==> config.mk <==
export PLATFORM = sky130hd
export DESIGN_NAME = oam_dma
export DESIGN_NICKNAME = d
export VERILOG_FILES = /design/src/rtl/video_bus_pkg.sv /design/src/rtl/oam_dma.sv
export SDC_FILE = /design/constraint.sdc
export NUM_CORES = 1
export LEC_CHECK = 0
export ABC_AREA = 0
export CORE_MARGIN = 5
export CORE_UTILIZATION = 48
export DETAILED_ROUTE_END_ITERATION = 7
export PLACE_DENSITY_LB_ADDON = 0.05
export SYNTH_ARGS = -nofsm -noshare
export SYNTH_HDL_FRONTEND = slang
export SYNTH_SLANG_ARGS = --single-unit
==> constraint.sdc <==
create_clock -name I_clock -period 1.85 [get_ports I_clock]
set_input_delay 0.37 -clock I_clock [delete_from_list [all_inputs] [get_ports I_clock]]
set_output_delay 0.37 -clock I_clock [all_outputs]
set_load 0.01 [all_outputs]
==> src/rtl/video_bus_pkg.sv <==
// Shared definitions for blocks that talk to the PPU register bus:
// register indices and the OAM DMA sequencer states.
package video_bus_pkg;

    localparam logic [2:0] PPUCTRL   = 3'd0;
    localparam logic [2:0] PPUMASK   = 3'd1;
    localparam logic [2:0] PPUSTATUS = 3'd2;
    localparam logic [2:0] OAMADDR   = 3'd3;
    localparam logic [2:0] OAMDATA   = 3'd4;
    localparam logic [2:0] PPUSCROLL = 3'd5;
    localparam logic [2:0] PPUADDR   = 3'd6;
    localparam logic [2:0] PPUDATA   = 3'd7;

    typedef enum logic [2:0] {
        ST_IDLE  = 3'd0,
        ST_HALT  = 3'd1,
        ST_ALIGN = 3'd2,
        ST_READ  = 3'd3,
        ST_WRITE = 3'd4
    } dma_state_t;

endpackage

==> src/rtl/oam_dma.sv <==
// OAM DMA engine: copies one source page into the PPU OAMDATA register,
// one read tick plus one write tick per byte, paced by the CPU-cycle enable.
module oam_dma
    import video_bus_pkg::*;
#(
    parameter logic [2:0] P_reg_addr = OAMDATA,
    parameter int          P_length   = 256
) (
    input  logic        I_clock,
    input  logic        I_reset,
    input  logic        I_tick,
    input  logic        I_odd,
    input  logic        I_start,
    input  logic [7:0]  I_page,
    output logic        O_busy,
    output logic        O_done,
    output logic [15:0] O_mem_addr,
    output logic        O_mem_rden,
    input  logic [7:0]  I_mem_data,
    output logic [2:0]  O_host_addr,
    output logic        O_host_wren,
    output logic        O_host_rden,
    output logic [7:0]  O_host_data
);

    localparam logic [7:0] LAST_INDEX = 8'(P_length - 1);

    dma_state_t  state_reg, state_next;
    logic [7:0]  index_reg, index_next;
    logic [7:0]  page_reg;
    logic        busy_reg;
    logic        done_reg;
    logic [15:0] mem_addr_reg;
    logic        mem_rden_reg;
    logic        host_wren_reg;
    logic [7:0]  host_data_reg;
    logic        last_byte;

    assign last_byte = (index_reg == LAST_INDEX);

    always_comb begin
        state_next = state_reg;
        index_next = index_reg;
        unique case (state_reg)
            ST_IDLE: begin
                // The start strobe is a single clock wide, so it is taken
                // whether or not this clock carries a CPU tick.
                if (I_start) begin
                    state_next = ST_HALT;
                    index_next = 8'd0;
                end
            end
            ST_HALT: begin
                if (I_tick) state_next = I_odd ? ST_ALIGN : ST_READ;
            end
            ST_ALIGN: begin
                if (I_tick) state_next = ST_READ;
            end
            ST_READ: begin
                if (I_tick) state_next = ST_WRITE;
            end
            ST_WRITE: begin
                if (I_tick) begin
                    if (last_byte) begin
                        state_next = ST_IDLE;
                    end else begin
                        state_next = ST_READ;
                        index_next = index_reg + 8'd1;
                    end
                end
            end
            default: state_next = ST_IDLE;
        endcase
    end

    always_ff @(posedge I_clock) begin
        if (I_reset) begin
            state_reg <= ST_IDLE;
        end else begin
            state_reg <= state_next;
        end
    end

    always_ff @(posedge I_clock) begin
        if (I_reset) begin
            index_reg <= 8'd0;
        end else begin
            index_reg <= index_next;
        end
    end

    // Outputs are registered from the next state so they line up with the
    // state they describe and hold across clocks without a tick.
    always_ff @(posedge I_clock) begin
        if (I_reset) begin
            page_reg      <= 8'd0;
            busy_reg      <= 1'b0;
            done_reg      <= 1'b0;
            mem_addr_reg  <= 16'd0;
            mem_rden_reg  <= 1'b0;
            host_wren_reg <= 1'b0;
            host_data_reg <= 8'd0;
        end else begin
            busy_reg      <= (state_next != ST_IDLE);
            done_reg      <= (state_reg == ST_WRITE) && I_tick && last_byte;
            mem_rden_reg  <= (state_next == ST_READ);
            host_wren_reg <= (state_next == ST_WRITE);
            if (state_reg == ST_IDLE && I_start) begin
                page_reg <= I_page;
            end
            if (state_next == ST_READ && state_reg != ST_READ) begin
                mem_addr_reg <= {page_reg, index_next};
            end
            if (state_reg == ST_READ && I_tick) begin
                host_data_reg <= I_mem_data;
            end
        end
    end

    assign O_busy      = busy_reg;
    assign O_done      = done_reg;
    assign O_mem_addr  = mem_addr_reg;
    assign O_mem_rden  = mem_rden_reg;
    assign O_host_addr = P_reg_addr;
    assign O_host_wren = host_wren_reg;
    assign O_host_rden = 1'b0;
    assign O_host_data = host_data_reg;

endmodule

# After elaboration in Yosys (flattened, before gate mapping)
# Index checks and enable logic that the tools add are counted.
# totals
reg_bits	47
inputBits	21
# op_classes
addsub	1
n_eq_ne	8
muxes	12
reduce_logical	7
# ops
op	count
$mux W8	3
$pmux W8 S2	1
$mux W3	5
$pmux W3 S5	1
$eq A3 B2 Y1 const B	3
$add A8 B1 Y8 const B	1
$eq A8 B8 Y1 const B	1
$eq A3 B3 Y1 const B	2
$logic_and A1 B1 Y1	5
$eq A3 B1 Y1 const B	1
$logic_not A3 Y1	1
$ne A3 B2 Y1 const B	1
$reduce_bool A3 Y1	1
$mux W2	1
$mux W1	1

# Depth between registers and ports, before layout
# Gate-level depths: netlist (run 1).
# logic_depth
word_depth	6
depth_mapped	6
mapped_depth_nobuf	5

# Worst setup path before layout (run 1)
# No wires, ideal clock.
# synth_timing
path_type	register -> register
from	reg index_reg[0]
to	reg mem_addr_reg[0], in the netlist O_mem_addr[0]
setup_time_ps	79
arrival_ps	1546
path_slack_ps	225
path_stages_with_launch	6
path_buffers	0
synth_period_minus_slack_ps	1625
cell_sequence	dfxtp_1 ha_1 nand4_2 o211ai_4 mux2_4 a211oi_2
# synth_via
elab_chain_len	6
elab_cells_between_ends	11
cone_classes	add/sub: 1; eq/ne: 2; mux: 7; reduce/logical: 1
# synth_rtl
item	line_no	source
from (decl)	oam_dma.sv:29	logic [7:0] index_reg, index_next;
from (signal assigned)	oam_dma.sv:88	index_reg <= index_next;
parallel branches: the longest is 6 deep, another holds $add A8 B1 Y8	--	
to (signal assigned)	oam_dma.sv:112	mem_addr_reg <= {page_reg, index_next};
to (decl)	oam_dma.sv:33	logic [15:0] mem_addr_reg;
# Parallel ways; which one is timed is not known.
# A chain may end at the register's enable or synchronous reset.

# Final worst setup path (run 1)
# Same ends and word-level chain as after synthesis.

==> metrics.sh, run 1 <==
PRECTSSETUPSLACK_NS=-0.313
GRT_OVERFLOW=0
MAXSLEWVIOLCOUNT=0
SYNTH_TO_LAYOUT_AREA_GROWTH_PCT=38.3
SYNTH.MOST_COMMON_CELL='sky130_fd_sc_hd__dfxtp_1'
HOLD_PATH.CLASS='reg2reg'
WORST_PATH_CELL_TRACE='ha_2 > nand4_4 > o211ai_4 > mux2_4 > a211oi_2'
FIRST_ITER_VIOLATIONS=100
SWITCHING_SHARE=0.247
YS_TOP_CELLS_BY_AREA='sky130_fd_sc_hd__dfxtp_1 (45%), sky130_fd_sc_hd__a21oi_1 (7.6%), sky130_fd_sc_hd__nand2_1 (6.6%), sky130_fd_sc_hd__o21ai_0 (3.6%), sky130_fd_sc_hd__nor3_1 (2.4%)'
INITIAL_ANTENNA_VIOLATION_COUNT=0
ANTENNA_LEFT=0
YOSYSWARNINGCOUNT=0
WORST_HOLD_PATH.NUM_CELLS=2
FF2FF_PATH_DEPTH=5
DRCVIOLATIONCOUNT=0
CTS-ROOT-TO-SINK-BUFFERS=2
GRT_SETUP_UNREPAIRED='no'
TIMING.CRITICAL_PATH.BUF_INV=0
TRITONCTS='done'
GROUTE.LAYER.MET1.USAGE=0.245
MET2_GLOBAL_ROUTE_USAGE=0.279
SYNTHDOMINANTCELLAREASHARE=0.448
IR_DROP_uV=546
PATH_CLK_SLEW_NS=0.08
P_INT_mW=1.64
NET_SWITCHING_COMPONENT_OF_THE_POWER_uW=538
NUMBER_OF_GLOBAL_ROUTE_VIAS_BEFORE_REPAIR=1839
GLOBALROUTETOTALUTIL=0.179
SETUP_TNS_NS=0
CRITPATHCAPTURETYPE='register'
SYNTHESIS.AREA_UM2=2100
POST_SYNTH_MOST_FREQUENT_CELLS='sky130_fd_sc_hd__dfxtp_1 (47), sky130_fd_sc_hd__nand2_1 (37), sky130_fd_sc_hd__a21oi_1 (32), sky130_fd_sc_hd__o21ai_0 (15), sky130_fd_sc_hd__nor2_1 (13)'
HOLD_PATH_START='O_host_data[6]$_SDFFE_PP0P_'
CRITPATHTOPFAMILY='compound AO/OA/AOI/OAI gates'
DRT-PASS1-ITER-COUNT=4
FINAL_CRITICAL_PATH_SETUP_SLACK_NS=0.116
ROUTABILITYCONGESTION=0.825
IO_PINS=53
CTS_BUFFERS=5
CP.DEPTH=5
DIODES=0
PLACED_CELLS=353
DP_HPWL_MM=3.67
DIEWIDTH_UM=76.2
WORSTSETUPPATHTYPE='reg2reg'
DRV_CAP=0
CLOCK_SINK_COUNT=47
SYNTH-ASYNC-RESET-RATIO=0
GRT_MAX_DEGREE=26
CLOCK_POWER_SHARE=0.336
POSTSYNTHAREAPERCELL_UM2=8.58
SHARE_COMB_OF_TOTAL_POWER=0.162
WIRE_PER_INST_UM=14.2
DR_TOTAL_VIAS=1967
FINAL.HOLD.WORST_SLACK_NS=0.454
WORST_EP_ARRIVAL_TIME_NS=1.95
DRIVE_ABOVE_1_SHARE=0.170
FINAL_CELLS=363
YS_SEQ_ELEMENTS=47
DIE_OUTLINE_HEIGHT_UM=76.2
STARTING_DENSITY=0.490
CLK-INSERTION-DELAY-LATE_NS=0.30
FLOORPLAN.ROWS=24
CP_DATA_REQUIRED_TIME_NS=2.07
FINALCRITICALPERIOD_NS=1.73
SYN-INSTANCE-COUNT=245
PERIOD_SHARE=0.937
FMAX_MHz=577
GLOBAL_ROUTE_WIRE_LENGTH_BEFORE_REPAIR_MM=8.80
WORSTSETUPSTARTPOINTTYPE='register'
COREAREA_UM2=4290
LEAKAGEPOWER_nW=1.08
CRITPATHLAUNCH='index_reg[0]$_SDFF_PP0_'
CTS-HOLD-FIX-BUFFERS=0
HOLD_VIOLATIONS=0
CLK_ROOT_BUFFER_CELL='sky130_fd_sc_hd__clkbuf_8'
SYNTH_ENABLE_FLOP_CELLS=0
YS.FLOP_TYPE='sky130_fd_sc_hd__dfxtp_1'
IO_BUFFER_COUNT=48
FINAL.SETUP_SKEW_NS=0.00581
TOP_USAGE_LAYER='met2'
FLOORPLAN.DIE_AREA_UM2=5800
PWR-SHARE-SEQ=0.501
LARGEST_REGISTER_FF_COUNT=16
DESIGN.FINAL.NETS=333
WORST-PATH-MAX-FANOUT=7
WIRELENGTH_MM=5.17
POWER.DENSITY_CELL_AREA_nW_PER_UM2=748
YOSYSSEQAREASHARE=0.448
GROUTE.LAYER.MET3.USAGE=0.0331
RUN_STATUS='completed'
CP_SLOWEST_CELL='sky130_fd_sc_hd__dfxtp_1'
VIAS_PER_CELL=5.42
SYNTH_TOP_CELL_BY_AREA='sky130_fd_sc_hd__dfxtp_1'
REGTOREGSTARTPOINT='index_reg[0]$_SDFF_PP0_'
SYNTH.DISTINCT_CELLS=48
TIMING.CRITICAL_PATH.SLOWEST_CELL_DELAY_NS=0.39
SETUP_VIOLATIONS=0
CTS.HTREE.LEVELS=2
==> final timing paths <==
| kind | end | slack, ns |
|---|---|---|
| setup / recovery | O_mem_addr[0]$_SDFFE_PP0P_ | 0.12 |
| hold / removal | O_host_data[6]$_SDFFE_PP0P_ | 0.45 |
| setup reg to reg | O_mem_addr[0]$_SDFFE_PP0P_ | 0.12 |
| hold reg to reg | O_host_data[6]$_SDFFE_PP0P_ | 0.45 |
==> tightest hold or removal path, delay by kind of cell (launching register included) <==
| family | cells | cell delay, ns |
|---|---|---|
| flip-flops | 1 | 0.31 |
| AND/OR/NAND/NOR | 1 | 0.05 |
| AO/OA/AOI/OAI | 1 | 0.05 |
==> power groups by stage <==
stage	Sequential, mW	Combinational [mW]	Clock, mW
floorplan	1.11	0.182	0
global placement	1.11	0.348	0
detailed placement	1.11	0.349	0
CTS	1.09	0.353	0.754
global route	1.10	0.390	0.801
finish	1.09	0.353	0.731
==> layer usage <==
metal / wire length, µm / vias up / share of wire
li1: - / 989 / -
met1: 2380 / 896 / 0.46
met2: 2380 / 73 / 0.46
met3: 329 / 9 / 0.064
met4: 85 / 0 / 0.016
met5: 0 / - / 0
==> timing repair <==
item | 4_1_cts | 5_1_grt
gates resized for setup | 1 | 8
pin swaps | 0 | 1
hold endpoints to repair | 0 | 0
endpoints found under the setup margin | 3 | 15
buffers inserted | 0 | 3
==> kinds of logic (layout without fill, tap and decap cells) <==
group | count (synthesis) | after routing | share of synthesized area
compound gates | 72 | 72 | 0.224
xor+xnor | 1 | 1 | 0.00417
fa+ha+maj | 1 | 1 | 0.00595
buf+inv | 22 | 86 | 0.0530
flops | 47 | 47 | 0.448
mux | 2 | 2 | 0.0119
other cells | 2 | 4 | 0.00357
simple gates | 98 | 98 | 0.250
==> placed cells by master, fill, tap and decap left out, drive strengths merged, types with 3 or more instances in the layout <==
cell	netlist	routed
dfxtp	47	47
clkdlybuf4s50	0	45
nand2	37	37
a21oi	32	32
buf	11	30
o21ai	15	15
nor2	13	13
nor3	10	10
nand3	9	9
nor2b	5	5
clkbuf	9	5
a211oi	5	5
o21a	4	4
conb	2	4
nand4	4	4
nand4b	3	3
nand2b	3	3
a21o	3	3
and3	3	3
nor3b	3	3
==> through the flow <==
stage / power [mW] / utilization / instance area (µm²)
floorplan: 1.29 / - / 2110
global placement: 1.46 / 0.641 / 2750
detailed placement: 1.46 / 0.641 / 2750
CTS: 2.20 / 0.666 / 2860
global route: 2.29 / 0.677 / 2910
finish: 2.18 / 0.677 / 2910
==> layout make-up <==
class / count / area, µm²
Sequential cell: 47 / 943
Timing Repair Buffer: 77 / 711
Clock inverter: 2 / 37.5
Tap cell: 52 / 65.1
Fill cell: 381 / 1390
Multi-Input combinational cell: 178 / 1070
Inverter: 2 / 7.51
Clock buffer: 5 / 68.8
Note: power is estimated with default switching activity, not from simulation.
==> run 2: changes to the inputs <==
==> constraint.sdc (replaced) <==
create_clock -name I_clock -period 1.85 [get_ports I_clock]
set_input_delay 0.4625 -clock I_clock [delete_from_list [all_inputs] [get_ports I_clock]]
set_output_delay 0.4625 -clock I_clock [all_outputs]
set_load 0.02 [all_outputs]
==> run 2 against run 1 <==
Compared with the run above:
- worst hold slack got worse by 0.024 ns
- global-route usage down 0.62 points
- clock power down 15%
- clock skew about the same
- power is 4.2% lower
- setup slack got worse by 0.028 ns
- sequential share of layout area increased by 0.41 points
- register-to-register slack hardly changed
==> metrics.sh, run 2 (same netlist as run 1, synthesis figures left out) <==
COREAREA_UM2=4290  # unchanged
PLACED_CELLS=351  # -0.57%
RR_ENDPOINT='O_mem_addr[1]$_SDFFE_PP0P_'
LEAKAGEPOWER_nW=1.07  # -0.91%
IO_PINS=53  # unchanged
FINAL.HOLD.WORST_SLACK_NS=0.431  # -0.0237 ns
CP_SLOWEST_CELL='sky130_fd_sc_hd__clkdlybuf4s50_1'
GRT_MAX_DEGREE=24  # -7.7%
GLOBALROUTETOTALUTIL=0.173  # -0.00616
R2R_SETUP_SLACK_NS=0.13  # about the same
CRITPATHLAUNCH='O_mem_addr[3]$_SDFFE_PP0P_'
FLOORPLAN.DIE_AREA_UM2=5800  # unchanged
PWR-SHARE-SEQ=0.524  # +0.023
SHARE_COMB_OF_TOTAL_POWER=0.177  # +0.015
FIRST_ITER_VIOLATIONS=115  # +15%
FINAL.SETUP_SKEW_NS=0.00537  # -0.000440 ns
FINALCRITICALPERIOD_NS=1.76  # +0.0284 ns
P_INT_mW=1.50  # -8.1%
CRITPATHCAPTURETYPE='output port'
NET_SWITCHING_COMPONENT_OF_THE_POWER_uW=578  # +7.4%
GRT_SETUP_UNREPAIRED='no'
DIE_OUTLINE_HEIGHT_UM=76.2  # unchanged
CTS-HOLD-FIX-BUFFERS=0  # unchanged
TIMING.CRITICAL_PATH.TO='O_mem_addr[3]'
HOLD_VIOLATIONS=0  # unchanged
SWITCHING_SHARE=0.278  # +0.0301
WORST_EP_ARRIVAL_TIME_NS=1.30  # -0.65 ns
WIRE_PER_INST_UM=13.9  # -2.2%
POWER.DENSITY_CELL_AREA_nW_PER_UM2=726  # -2.9%
IR_DROP_uV=463  # -15%
SETUP_VIOLATIONS=0  # unchanged
CLK-INSERTION-DELAY-LATE_NS=0.30  # about the same
FINAL_CELLS=362  # -0.28%
RUN_STATUS='completed'
GRT_OVERFLOW=0  # unchanged
FINAL_CORE_UTILIZATION=0.668  # -0.00932
DP_HPWL_MM=3.65  # -0.53%
GLOBAL_ROUTE_WIRE_LENGTH_BEFORE_REPAIR_MM=8.44  # -4.2%
CTS-ROOT-TO-SINK-BUFFERS=2  # unchanged
CLK_ROOT_BUFFER_CELL='sky130_fd_sc_hd__clkbuf_8'
NUMBER_OF_GLOBAL_ROUTE_VIAS_BEFORE_REPAIR=1844  # +0.27%
IO_BUFFER_COUNT=48  # unchanged
DESIGN_AREA_UM2=2870  # -1.4%
SYNTH_TO_LAYOUT_AREA_GROWTH_PCT=36.4
PERIOD_SHARE=0.953  # +0.0154
DRIVE_ABOVE_1_SHARE=0.158  # -0.0124
WORST-PATH-MAX-FANOUT=2  # -5
LARGEST_REGISTER_FF_COUNT=16  # unchanged
CRITPATHTOPFAMILY='buffers and inverters'
HOLD_PATH.CLASS='in2reg'
REGTOREGSTARTPOINT='index_reg[0]$_SDFF_PP0_'
TIMING.CRITICAL_PATH.SLOWEST_CELL_DELAY_NS=0.62  # +0.23 ns
VIAS_PER_CELL=5.37  # -0.90%
CLOCK_SINK_COUNT=47  # unchanged
CP.DEPTH=1  # -4
CTS.HTREE.LEVELS=2  # unchanged
MOSTFREQUENTLAYOUTCELL='sky130_fd_sc_hd__dfxtp_1'
FF2FF_PATH_DEPTH=6  # +1
INITIAL_ANTENNA_VIOLATION_COUNT=0  # unchanged
DRV_CAP=0  # unchanged
TRITONCTS='done'
DR_TOTAL_VIAS=1944  # -1.2%
DRT-PASS1-ITER-COUNT=4  # unchanged
ROUTABILITYCONGESTION=0.783  # -5.1%
DIEWIDTH_UM=76.2  # unchanged
WORST_PATH_CELL_TRACE='clkdlybuf4s50_1'
WORSTSETUPSTARTPOINTTYPE='register'
DESIGN.FINAL.NETS=331  # -0.60%
CLOCK_POWER_SHARE=0.299  # -0.037
PATH_CLK_SLEW_NS=0.09  # about the same
CP_DATA_REQUIRED_TIME_NS=1.39  # -0.68 ns
FMAX_MHz=567  # -1.6%
WIRELENGTH_MM=5.04  # -2.5%
ANTENNA_LEFT=0  # unchanged
DIODES=0  # unchanged
TIMING.CRITICAL_PATH.BUF_INV=1  # +1
MAXSLEWVIOLCOUNT=0  # unchanged
POSTPLACECELLAREA_UM2=2740  # -0.55%
STARTING_DENSITY=0.490  # unchanged
LAYOUT_COMMON_CELLS='sky130_fd_sc_hd__dfxtp_1 (46), sky130_fd_sc_hd__clkdlybuf4s50_1 (45), sky130_fd_sc_hd__nand2_1 (37), sky130_fd_sc_hd__a21oi_1 (32), sky130_fd_sc_hd__buf_4 (26)'
FLOORPLAN.ROWS=24  # unchanged
DRCVIOLATIONCOUNT=0  # unchanged
WORSTSETUPPATHTYPE='reg2out'
CTS_BUFFERS=5  # unchanged
-- run 2: final cells by class --
| type | count | area [µm²] |
|---|---|---|
| Multi-Input combinational cell | 178 | 1070 |
| Inverter | 2 | 7.51 |
| Fill cell | 376 | 1430 |
| Clock buffer | 6 | 72.6 |
| Sequential cell | 47 | 942 |
| Clock inverter | 2 | 12.5 |
| Tap cell | 52 | 65.1 |
| Timing Repair Buffer | 75 | 696 |
-- run 2: per-stage QoR --
step	setup WS, ns	total power [mW]	TNS (ns)
6_report	0.0878	2.08	0
3_5_place_dp	-0.355	1.48	-7.79
4_1_cts	0.0100	2.11	0
5_1_grt	0.0206	2.17	0
3_3_place_gp	-0.341	1.47	-7.26
2_1_floorplan	0.225	1.32	0
-- run 2: per-layer routing --
metal  part of all wire  routed length (µm)  global-route usage  up-vias
li1                   -                   -                   -      991
met1               0.46                2330               0.220      901
met2               0.47                2350               0.279       44
met3              0.058                 290              0.0485        8
met4              0.014                  71              0.0629        0
met5                  0                   0                   0        -
-- run 2: repair_timing --
action                                  in CTS  in global routing
pin swaps                                    2                  1
endpoints found under the setup margin       3                 19
resized for setup                            1                  6
buffers inserted                             2                  1
-- run 2: worst min-delay path by stage --
| stage | to | startpoint | cells past startpoint |
|---|---|---|---|
| finish | index_reg[7]$_SDFF_PP0_ | I_reset | 2 |
| floorplan | page_reg[0]$_SDFFE_PP0P_ | page_reg[0]$_SDFFE_PP0P_ | 2 |
| global placement | page_reg[7]$_SDFFE_PP0P_ | page_reg[7]$_SDFFE_PP0P_ | 2 |
| CTS | index_reg[7]$_SDFF_PP0_ | I_reset | 2 |
| global route | index_reg[7]$_SDFF_PP0_ | I_reset | 2 |
| detailed placement | O_host_data[2]$_SDFFE_PP0P_ | O_host_data[2]$_SDFFE_PP0P_ | 2 |
-- run 2: power groups by stage --
| stage | combinational, mW | clock (mW) | sequential (mW) |
|---|---|---|---|
| 5_1_grt | 0.403 | 0.673 | 1.10 |
| 3_3_place_gp | 0.361 | 0 | 1.11 |
| 4_1_cts | 0.370 | 0.647 | 1.09 |
| 2_1_floorplan | 0.186 | 0 | 1.13 |
| 6_report | 0.368 | 0.624 | 1.09 |
| 3_5_place_dp | 0.364 | 0 | 1.11 |
==> RTL change 1, RTL diff (config.mk and constraints of run 1) <==
Put one more register stage on the output `O_host_data`. The value now appears one clock later. The other outputs are not delayed to match.
--- a/src/rtl/oam_dma.sv
+++ b/src/rtl/oam_dma.sv
@@ -124,7 +124,9 @@
     assign O_host_addr = P_reg_addr;
     assign O_host_wren = host_wren_reg;
     assign O_host_rden = 1'b0;
-    assign O_host_data = host_data_reg;
+    always_ff @(posedge I_clock) begin
+        O_host_data <= host_data_reg;
+    end
 
 endmodule
 
Formal check against the unedited RTL: not equivalent (Yosys sat finds a counterexample within 4 cycles, from zero or initial values and one cycle with I_reset high).
==> RTL change 1 against run 1 <==
- area after synthesis is 4.1% higher
- combinational power is 5% lower
- routed wire length is 5.5% higher
- clock power is 8.8% higher
- setup slack worse by 0.041 ns
- sequential cell count is 8 higher
- power is 9.9% higher
- final area is 2.7% higher
- critical path type unchanged
- critical endpoint is now O_mem_addr[5]
==> RTL change 1: results (changes against run 1) <==
Inserted Clock Buffers=5 (unchanged); DP HPWL=3860 um (+5.1%); CP peak stage delay=0.49 ns (+0.10 ns); CP arrival=1.99 ns (+0.04 ns); outcome=finished clean; gr usage total=18.5% (+0.62 points); Layout Skew=0.00586 ns (+0.0000512 ns); Yosys warnings=0 (unchanged); first-pass GRT wire length=9160 um (+4.1%); Cell Count Post-Placement=359 (+1.7%); Post-DP Area=2870 um^2 (+4.4%); Worst path top cell family by delay=compound AO/OA/AOI/OAI gates; clk_lat worst skew=0.30 ns (about the same); Crit Path Max Fanout=8 (+1); pre-CTS setup slack=-0.150 ns (+0.162 ns); Async S/R FF share, synth=0% (unchanged); post-synthesis sequential area ratio=50.3% (+5.6 points); Internal Power=1.80 mW (+10%); Clock transition at path regs=0.10 ns (+0.02 ns); largest net degree at the start of global routing=26 (unchanged); Clock Path Buffers=2 (unchanged); first drt pass iteration count=4 (unchanged); initial DRC count=151 (+51%); post-CTS setup buffer count=0 (unchanged); port buffer count=48 (unchanged); drt via density=5.33 (-1.7%); number of diodes=0 (unchanged); Static Leak=1.09 nW (+0.58%); layout cells sized above 1=14.3% (-2.8 points); Avg Cell Area, Syn=8.86 um^2 (+3.3%); GPL Wtd Cong=0.810 (-1.8%); Max IR drop VDD=700 uV (+28%); initial antenna violation count=0 (unchanged); number of distinct library cells after synthesis=45 (-6.3%); max reg flops=16 (unchanged); Detailed Route WL=5460 um (+5.5%); Final #Nets=336 (+0.90%); synth top area cells=dfxtp_1 (50%), a21oi_1 (8.0%), nand2_1 (7.2%), nand3_1 (2.5%), o21ai_0 (2.5%); cts repair resizes=0 (-1); hold crit path type=flip-flop to flip-flop; Via Count=1,955 (-0.61%); clock root buffer=clkbuf_8; most frequent cells after synthesis=dfxtp_1 (55), nand2_1 (42), a21oi_1 (35), nand3_1 (11), o21ai_0 (11); H-Tree Level Count=2 (unchanged); Slowest cell on crit path=dfxtp_1
-- RTL change 1: path summary, 6_finish.rpt --
kind	startpoint	end	slack (ns)	cells past startpoint
min reg2reg	host_data_reg[1]	O_host_data[1]	0.36	0
min	host_data_reg[1]	O_host_data[1]	0.36	0
max	state_reg[2]	O_mem_addr[5]	0.08	3
max reg2reg	state_reg[2]	O_mem_addr[5]	0.08	3
-- RTL change 1: cell type report --
cell class / instances / area, um^2
Timing Repair Buffer: 76 / 703
Multi-Input combinational cell: 175 / 1000
Inverter: 1 / 3.75
Clock buffer: 5 / 68.8
Sequential cell: 55 / 1100
Fill cell: 380 / 1400
Tap cell: 52 / 65.1
Clock inverter: 3 / 43.8
-- RTL change 1: power by group through the flow --
stage / clock, mW / combinational, mW / sequential (mW)
2_1_floorplan: 0 / 0.171 / 1.28
3_3_place_gp: 0 / 0.334 / 1.28
3_5_place_dp: 0 / 0.336 / 1.28
4_1_cts: 0.811 / 0.340 / 1.26
5_1_grt: 0.861 / 0.368 / 1.26
6_report: 0.795 / 0.336 / 1.26
-- RTL change 1: cells by family after synthesis --
logic type / after synthesis / share of synthesized area (%)
multiplexers: 4 / 1.94
other: 2 / 0.343
buffers and inverters: 19 / 4.29
AO/OA/AOI/OAI: 75 / 21.4
AND/OR/NAND/NOR: 90 / 20.8
XOR/XNOR: 1 / 0.400
flip-flops: 55 / 50.3
adder cells (fa/ha/maj): 1 / 0.572
-- RTL change 1: metal layers --
metal,GRT usage (%),vias to the layer above,part of all wire [%]
met5,0,-,0
met1,23.4,888,47
met2,31.1,52,47
met3,3.47,10,5.1
met4,7.56,0,1.7
li1,-,1005,-
==> RTL change 2, RTL diff (config.mk and constraints of run 1) <==
Made on the original files. Change the parameter `P_length` from 256 to 128.
--- a/src/rtl/oam_dma.sv
+++ b/src/rtl/oam_dma.sv
@@ -4,7 +4,7 @@
     import video_bus_pkg::*;
 #(
     parameter logic [2:0] P_reg_addr = OAMDATA,
-    parameter int          P_length   = 256
+    parameter int          P_length   = 128
 ) (
     input  logic        I_clock,
     input  logic        I_reset,
Formal check against the unedited RTL: same outputs for any inputs over 10 cycles, from zero or initial values and one cycle with I_reset high; that may be too few to reach the edited logic, so the function may still have changed.
==> RTL change 2 against run 1 <==
- power shrank 3.5%
- highest routed layer unchanged
- sequential share of layout area rose by 1.7 points
- global-route usage down 0.50 points
- setup slack gained 0.026 ns
- first-iteration DRC count is 20% higher
- synthesized cell count fell by 5.3%
- area after synthesis shrank 2.9%
- sequential cell count is the same
- final area decreased by 5.2%
- maximum frequency rose by 1.6%
- critical path type unchanged
- routed wire length down 14%
- via count decreased by 9.0%
==> RTL change 2: results (changes against run 1) <==
Clock Path Buffers=2 (unchanged); largest net degree at the start of global routing=48 (+85%); layout cells sized above 1=13.4% (-3.6 points); outcome=finished clean; vias in the first global route=1,716 (-6.7%); XOR/XNOR share of the synthesized area=0.429% (+0.012 points); clock root buffer=clkbuf_8; Synth Area in Compound Gates=18.4% (-4.0 points); first drt pass iteration count=5 (+1); Async S/R FF share, synth=0% (unchanged); nonclk buf count=67 (-13%); initial antenna violation count=0 (unchanged); post-synthesis sequential area ratio=46.1% (+1.3 points); clk_lat worst skew=0.30 ns (about the same); Max IR drop VDD=433 uV (-21%); drt via density=5.25 (-3.2%); Layout Skew=0.0107 ns (+0.00489 ns); CP arrival=1.95 ns (about the same); Sw Ratio=25.1% (+0.38 points); first-pass GRT wire length=7600 um (-14%); number of distinct library cells after synthesis=39 (-19%); pre-CTS setup slack=-0.126 ns (+0.186 ns); # clk buffers=7 (+2); GPL Wtd Cong=0.802 (-2.8%); Comb group=0.340 mW (-4%); area of the multi-input gates=987 um^2 (-8.1%); number of diodes=0 (unchanged); H-Tree Level Count=2 (unchanged); Seq cells=47 (unchanged); gr usage total=17.4% (-0.50 points); Final #Nets=312 (-6.3%); Crit Path Max Fanout=23 (+16); #MultiIn Comb=165 (-7.3%); Clock-cell share=3.77% (+0.11 points); Fillers=355 (-6.8%); synth top area cells=dfxtp_1 (46%), nand2_1 (7.5%), a21oi_1 (6.1%), mux2i_1 (5.4%), nor2_1 (4.4%); port buffer count=48 (unchanged); hold crit path type=flip-flop to flip-flop; Yosys warnings=0 (unchanged); Clock transition at path regs=0.09 ns; max reg flops=16 (unchanged); Static Leak=1.04 nW (-3.8%); Post-Synth Adder-Cell Area=0.613% (+0.018 points); sequential power share=51.2% (+1.1 points); initial DRC count=120 (+20%); most frequent cells after synthesis=dfxtp_1 (47), nand2_1 (41), a21oi_1 (25), nor2_1 (24); DP HPWL=3240 um (-12%); Inserted Clock Buffers=5 (unchanged); buffering overhead=23.5% (-0.94 points); multiplexer area fraction after synthesis=5.39% (+4.2 points); Detailed Route WL=4450 um (-14%); non-clock inverter count=4 (+2); Seq/total area=34.1% (+1.7 points)
[RTL change 2: cells by family (layout without fill, tap and decap cells)]
kind of cell    count (synthesis)  count (layout)
simple gates                   94              94
fa+ha+maj                       1               1
flops                          47              47
xor+xnor                        1               1
buf+inv                        22              79
other cells                     2               4
mux                            11              11
compound gates                 54              54
[RTL change 2: path summary, 6_finish.rpt]
kind | slack, ns | cells after the start | start | endpoint
worst max-delay path | 0.14 | 7 | index_reg[1] | O_mem_addr[4]
worst min-delay path | 0.46 | 2 | O_host_data[7] | O_host_data[7]
worst max register to register | 0.14 | 7 | index_reg[1] | O_mem_addr[4]
worst min register to register | 0.46 | 2 | O_host_data[7] | O_host_data[7]
[RTL change 2: timing repair]
item	in CTS	in global routing
endpoints found under the hold margin	0	0
endpoints found under the setup margin	0	6
gates resized for setup	0	1
buffers inserted	0	0
[RTL change 2: stage by stage]
step	util, %	cells	cell area, um^2	total power, mW
CTS	67.9	341	2760	2.13
floorplan	-	234	2050	1.31
detailed placement	65.3	333	2650	1.44
finish	68.0	341	2760	2.10
global route	68.0	341	2760	2.20
global placement	65.3	333	2650	1.44
[RTL change 2: worst max-delay path, cell delays in order, from the launching register on]
cell,delay [ns]
dfxtp_1,0.39
ha_2,0.24
nand4_2,0.14
o211ai_4,0.18
a21bo_1,0.25
buf_12,0.16
nand2b_1,0.15
a21oi_1,0.12
[RTL change 2: per-layer routing]
| metal | track usage (%) | part of all wire (%) | up-vias | wire length, um |
|---|---|---|---|---|
| met5 | 0 | 0 | - | 0 |
| met4 | 6.80 | 1.3 | 0 | 59 |
| met3 | 3.20 | 5.3 | 5 | 238 |
| met2 | 29.4 | 50 | 52 | 2220 |
| met1 | 22.0 | 43 | 823 | 1930 |
| li1 | - | - | 909 | - |
